<file path="src/rtl/game_pkg.sv">
// rtl/game_pkg.sv - shared game states, keycodes and screen limits
package game_pkg;

    typedef enum logic [2:0] {
        ST_IDLE     = 3'b000,
        ST_PLAY     = 3'b001,
        ST_LOADPLAT = 3'b010,
        ST_SCROLL   = 3'b011,
        ST_OVER     = 3'b100
    } game_state_t;

    localparam logic [7:0] KEY_ENTER = 8'd40;
    localparam logic [7:0] KEY_A     = 8'd4;
    localparam logic [7:0] KEY_D     = 8'd7;
    localparam logic [7:0] KEY_LEFT  = 8'd80;
    localparam logic [7:0] KEY_RIGHT = 8'd79;

    localparam int SCROLL_LINE     = 160;
    localparam int SCREEN_Y_BOTTOM = 479;

endpackage

</file>
<file path="src/rtl/frame_tick_sync.sv">
// rtl/frame_tick_sync.sv - frame strobe synchroniser with registered rising-edge pulse
module frame_tick_sync (
    input  logic Clk,
    input  logic Reset,
    input  logic frame_clk,
    output logic tick
);

    logic [2:0] sync;

    // sync[1:0] is the 2-flop synchroniser; sync[2] is the previous value for edge detect
    always_ff @(posedge Clk or negedge Reset) begin
        if (!Reset) begin
            sync <= 3'b000;
            tick <= 1'b0;
        end else begin
            sync <= {sync[1:0], frame_clk};
            tick <= sync[1] & ~sync[2];
        end
    end

endmodule

</file>
<file path="src/rtl/jump_sequencer.sv">
// rtl/jump_sequencer.sv - per-frame doodle motion sequencer (launch, gravity, bounce, scroll, reload, game over)
module jump_sequencer
    import game_pkg::*;
#(
    parameter int JUMP_VEL     = 10,
    parameter int GRAV_DIV     = 4,
    parameter int VMAX         = 8,
    parameter int X_STEP       = 2,
    parameter int SCROLL_Y     = SCROLL_LINE,
    parameter int SCREEN_Y_MAX = SCREEN_Y_BOTTOM
) (
    input  logic        Clk,
    input  logic        Reset,
    input  logic        frame_clk,
    input  logic [7:0]  keycode,
    input  logic [9:0]  doodle_y,
    input  logic [9:0]  doodle_s,
    input  logic        plat_hit,
    input  logic        plat_ack,
    output logic        plat_req,
    output logic [9:0]  vel_x,
    output logic [9:0]  vel_y,
    output logic [9:0]  scroll_amt,
    output logic        tick,
    output logic [2:0]  outstate,
    output logic [15:0] score
);

    localparam int CNT_W = (GRAV_DIV > 1) ? $clog2(GRAV_DIV) : 1;
    localparam logic signed [9:0] V_LAUNCH = 10'(-JUMP_VEL);
    localparam logic signed [9:0] V_MAX    = 10'(VMAX);
    localparam logic signed [9:0] X_VEL    = 10'(X_STEP);

    game_state_t       state, state_n;
    logic signed [9:0] v, v_n;
    logic [CNT_W-1:0]  cnt, cnt_n;
    logic [15:0]       score_n;
    logic signed [9:0] velx_r, velx_n;
    logic [9:0]        scroll_r, scroll_n;
    logic              req_r, req_n;

    logic              grav_wrap;
    logic [CNT_W-1:0]  grav_cnt;
    logic signed [9:0] grav_v;
    logic signed [9:0] key_vx;
    logic [10:0]       y_bottom;
    logic              at_bottom;

    frame_tick_sync u_tick (
        .Clk       (Clk),
        .Reset     (Reset),
        .frame_clk (frame_clk),
        .tick      (tick)
    );

    assign grav_wrap = (cnt == CNT_W'(GRAV_DIV - 1));
    assign grav_cnt  = grav_wrap ? '0 : cnt + CNT_W'(1);
    assign grav_v    = !grav_wrap ? v : ((v >= V_MAX) ? V_MAX : v + 10'sd1);

    // 11-bit sum so a doodle near the bottom cannot wrap back to a small value
    assign y_bottom  = {1'b0, doodle_y} + {1'b0, doodle_s};
    assign at_bottom = (y_bottom >= 11'(SCREEN_Y_MAX));

    always_comb begin
        key_vx = '0;
        case (keycode)
            KEY_D, KEY_RIGHT: key_vx = X_VEL;
            KEY_A, KEY_LEFT:  key_vx = -X_VEL;
            default:          key_vx = '0;
        endcase
    end

    always_ff @(posedge Clk or negedge Reset) begin
        if (!Reset) begin
            state    <= ST_IDLE;
            v        <= '0;
            cnt      <= '0;
            score    <= '0;
            velx_r   <= '0;
            scroll_r <= '0;
            req_r    <= 1'b0;
        end else begin
            state    <= state_n;
            v        <= v_n;
            cnt      <= cnt_n;
            score    <= score_n;
            velx_r   <= velx_n;
            scroll_r <= scroll_n;
            req_r    <= req_n;
        end
    end

    always_comb begin
        state_n  = state;
        v_n      = v;
        cnt_n    = cnt;
        score_n  = score;
        velx_n   = velx_r;
        scroll_n = scroll_r;
        req_n    = req_r;
        case (state)
            ST_IDLE: begin
                v_n      = '0;
                velx_n   = '0;
                scroll_n = '0;
                req_n    = 1'b0;
                if (tick && keycode == KEY_ENTER) begin
                    v_n     = V_LAUNCH;
                    cnt_n   = '0;
                    score_n = '0;
                    state_n = ST_PLAY;
                end
            end
            ST_PLAY: begin
                scroll_n = '0;
                if (tick) begin
                    velx_n = key_vx;
                    if (plat_hit && v >= 10'sd0) begin
                        v_n     = V_LAUNCH;
                        cnt_n   = '0;
                        score_n = (score == 16'hFFFF) ? score : score + 16'd1;
                    end else if (at_bottom && v > 10'sd0) begin
                        v_n     = '0;
                        velx_n  = '0;
                        state_n = ST_OVER;
                    end else begin
                        v_n   = grav_v;
                        cnt_n = grav_cnt;
                    end
                    if (state_n == ST_PLAY && doodle_y < 10'(SCROLL_Y) && v_n < 10'sd0)
                        state_n = ST_SCROLL;
                end
            end
            ST_SCROLL: begin
                if (tick) begin
                    velx_n   = key_vx;
                    v_n      = grav_v;
                    cnt_n    = grav_cnt;
                    scroll_n = -v;
                    if (grav_v >= 10'sd0) begin
                        scroll_n = '0;
                        velx_n   = '0;
                        req_n    = 1'b1;
                        state_n  = ST_LOADPLAT;
                    end
                end
            end
            ST_LOADPLAT: begin
                // ticks are dropped here, so velocity and gravity phase hold
                velx_n   = '0;
                scroll_n = '0;
                if (plat_ack) begin
                    req_n   = 1'b0;
                    state_n = ST_PLAY;
                end
            end
            ST_OVER: begin
                v_n      = '0;
                velx_n   = '0;
                scroll_n = '0;
                req_n    = 1'b0;
                if (tick && keycode == KEY_ENTER)
                    state_n = ST_IDLE;
            end
            default: begin
                state_n = ST_IDLE;
            end
        endcase
    end

    assign plat_req   = req_r;
    assign outstate   = state;
    assign vel_y      = (state == ST_PLAY) ? v : '0;
    assign vel_x      = (state == ST_PLAY || state == ST_SCROLL) ? velx_r : '0;
    assign scroll_amt = (state == ST_SCROLL) ? scroll_r : '0;

endmodule

</file>
<file path="config.mk">
export PLATFORM = sky130hd
export DESIGN_NAME = jump_sequencer
export DESIGN_NICKNAME = d
export VERILOG_FILES = /design/src/rtl/game_pkg.sv /design/src/rtl/frame_tick_sync.sv /design/src/rtl/jump_sequencer.sv
export SDC_FILE = /design/constraint.sdc
export NUM_CORES = 1
export LEC_CHECK = 0
export ABC_AREA = 1
export CORE_MARGIN = 3
export CORE_UTILIZATION = 47
export DETAILED_ROUTE_END_ITERATION = 8
export PLACE_DENSITY = 0.78
export SLEW_MARGIN = 15
export SYNTH_ARGS = -nofsm -noshare
export SYNTH_HDL_FRONTEND = slang
export SYNTH_SLANG_ARGS = --single-unit
</file>
<file path="constraint.sdc">
create_clock -name Clk -period 1.8 [get_ports Clk]
set_input_delay 0.27 -clock Clk [delete_from_list [all_inputs] [get_ports Clk]]
set_output_delay 0.27 -clock Clk [all_outputs]
set_load 0.005 [all_outputs]
</file>
==> metrics <==
main combinational cell family by area after synthesis simple AND/OR/NAND/NOR gates; worst r2r src v[8]; CP Data Required Time 2.05 ns; worst hold path stage count 0; Pleak about 0.0030 uW; first-pass GRT wire length approximately 20,000 um; FF-to-FF End v[8]; Via density 5.71; CTS tree built; Worst VDD drop 0.000818 V; worst-path cell chain nor2_2 > nand3_1 > o21ai_2 > buf_4 > nor2_1 > inv_1 > nand3_1 > a31oi_1 > nand2_1 > nand2_1 > nand2_1 > nand2_1; final worst slack -0.342 ns; detailed-route wire length per cell 17.5 um; Post-Synth Adder-Cell Area 5.16%; max-slew violations 0; Arrival @ worst endpoint ~2.4 ns; mux cell area share after synthesis 0%; Max FO, Critical Path 5; Die H 95.7 um; Core ar. 7770 sq um; Seq/Total Area, Yosys between 30% and 40%; RSZ-0062 raised after global routing true; post-route ant nets 0; FF-to-FF path depth 12; Final period util 119%; clock sinks 48; Overflow after GRT 0; min Tclk post-route 2.14 ns; Antenna Cells 0; CP Buf/Inv Count 2; Slew @ Worst Pin 0.628 ns; mean area per synthesized cell between 6 and 7 sq um; Seq cells post-synth 48; relative slew slack 58.1%; XOR/XNOR Fraction of Synth Area 2.78%; most used cell, CP nand2_1; syn_nets 610; crit end category flip-flop; Netlist cell types 43; power per cell area 1280 nW/um^2; Clk pin slew, worst setup/hold paths 0.12 ns; Starting Density 48.7%; row count 32; Worst-Skew Late Latency 0.33 ns; DRT Wirelength 15,000 um; R2R setup slack -0.34 ns; H-tree depth 2; top-area cell type share of the netlist area 31.8%; violated checks negative setup slack; total clock buffers created by CTS 5; gr usage total 27.5%; vias in the first global route 4,479; Max Cap Viol 0; Final Cell Area 6290 sq um; CP Launch Type flip-flop; Achievable Freq 467 MHz; status finished, violations left; top cells by area, synth dfrtp_1, nand2_1, inv_1; Worst Hold Path EP u_tick.sync[1]; via count 4,904; Fin. Hold Viols 0; leading cell type in the layout, fill and taps excluded nand2_1; simple logic cell fraction of the synthesized area 35.0%; fraction of layout cells with a size suffix above 1 about 41%; worst hold start u_tick.sync[0]; Top delay family on crit path simple AND/OR/NAND/NOR gates; dpl hpwl 8610 um; Critical Path Stages 12; clk buf depth 2; Crit Path Class reg -> reg; Cells after Synth about 560; Total Nets Final 804; cell taking the most area after synthesis dfrtp_1; Yosys warning count 0; hold crit path type reg -> reg; slowest CP cell dfrtp_1; root buf cell clkbuf_8; initial drt markers just under 400; IO Port Bufs 82; most frequent cells in the layout nand2_1, buf_4, inv_1, dfrtp_1, nor2_1; I/O pins 84; final setup fails 57; placed cell area around 5300 sq um; Fin Hold WS 0.363 ns; clock skew 0.0223 ns; P&R area growth vs syn 66.4%; Die Area 9160 sq um; initial antenna violation count 0; largest net degree at the start of global routing 28; Pre-Repair DR Iteration Count 5; # DRC 0; GPL Wtd Cong 0.937; max incr delay on CP around 0.45 ns; mapped cell area 3780 sq um; chip width 95.7 um; Synth Area in Compound Gates 12.9%; total power 8080 uW
[final cells by class]
type,instances,area [sq um]
Clock buffer,5,68.8
Clock inverter,3,23.8
Fill cell,453,1470
Inverter,94,375
Multi-Input combinational cell,405,2800
Sequential cell,48,1200
Tap cell,102,128
Timing Repair Buffer,201,1690
Timing Repair inverter,1,7.51
[report_power, final]
| part | total, uW | switching, uW | internal (uW) |
|---|---|---|---|
| clock network | 711 | 435 | 277 |
| logic | 5900 | 3430 | 2470 |
| registers | 1470 | 201 | 1270 |
| total | 8080 | 4070 | 4010 |
[Yosys cell counts, drive strengths merged]
library cell and number:
inv 94, a21boi 1, o21ai 29, clkbuf 4, conb 1, dfrtp 48
o31ai 5, o22ai 9, xor2 9, ha 14, nor2 78, xnor2 3
nor4 6, o21a 3, o211ai 3, nor3 11, fa 1, nand4 10
buf 12, nand3 47, o21bai 1, a31oi 2, nand3b 6, a211oi 1
nand2 132, a21oi 32
[kinds of logic (layout without fill, tap and decap cells)]
family                   after synthesis  count (layout)
XOR/XNOR                              12              12
buffers and inverters                110             304
other                                  1               1
adder cells (fa/ha/maj)               15              15
AND/OR/NAND/NOR                      290             291
AO/OA/AOI/OAI                         86              86
flip-flops                            48              48
[metal layers]
| layer | GRT usage [%] | share of wire (%) | wire (um) | vias to the layer above |
|---|---|---|---|---|
| met3 | 4.14 | 7.2 | 1090 | 90 |
| met2 | 48.4 | 50 | 7590 | 311 |
| met1 | 33.3 | 37 | 5560 | 2300 |
| li1 | - | - | - | 2203 |
| met5 | 0 | 0 | 0 | - |
| met4 | 11.6 | 5.3 | 800 | 0 |
[state kept, by name (all words and copies together) (netlist names)]
name	flops
scroll_r	10
velx_r	2
cnt	2
plat_req	1
score	16
u_tick.sync	3
outstate	3
v	10
u_tick.tick	1
[worst max path at each step]
stage	startpoint	to	slack, ns
detailed placement	doodle_y[0]	v[2]	-0.80
global placement	doodle_y[0]	v[7]	-0.67
finish	v[8]	v[8]	-0.34
global route	v[8]	v[8]	-0.41
floorplan	doodle_y[0]	v[5]	-0.05
CTS	outstate[2]	scroll_amt[3]	-0.15
[timing repair]
action | CTS | global route
endpoints found under the hold margin | 21 | 0
gates resized for setup | 204 | 108
hold buffers | 1 | 0
cloned | 1 | 1
buffers inserted | 23 | 14
endpoints found under the setup margin | 64 | 72
pin swaps | 37 | 36
[through the flow]
stage | setup TNS (ns) | utilization [%] | worst slack, ns | cells
after CTS | -1.73 | 75.6 | -0.152 | 845
after floorplan | -0.375 | - | -0.0546 | 562
after global placement | -13.68 | 68.2 | -0.671 | 815
after detailed placement | -16.20 | 68.2 | -0.800 | 815
after global routing | -9.58 | 81.0 | -0.410 | 859
final | -5.72 | 81.0 | -0.342 | 859
Power figures use the tool's default switching activity.
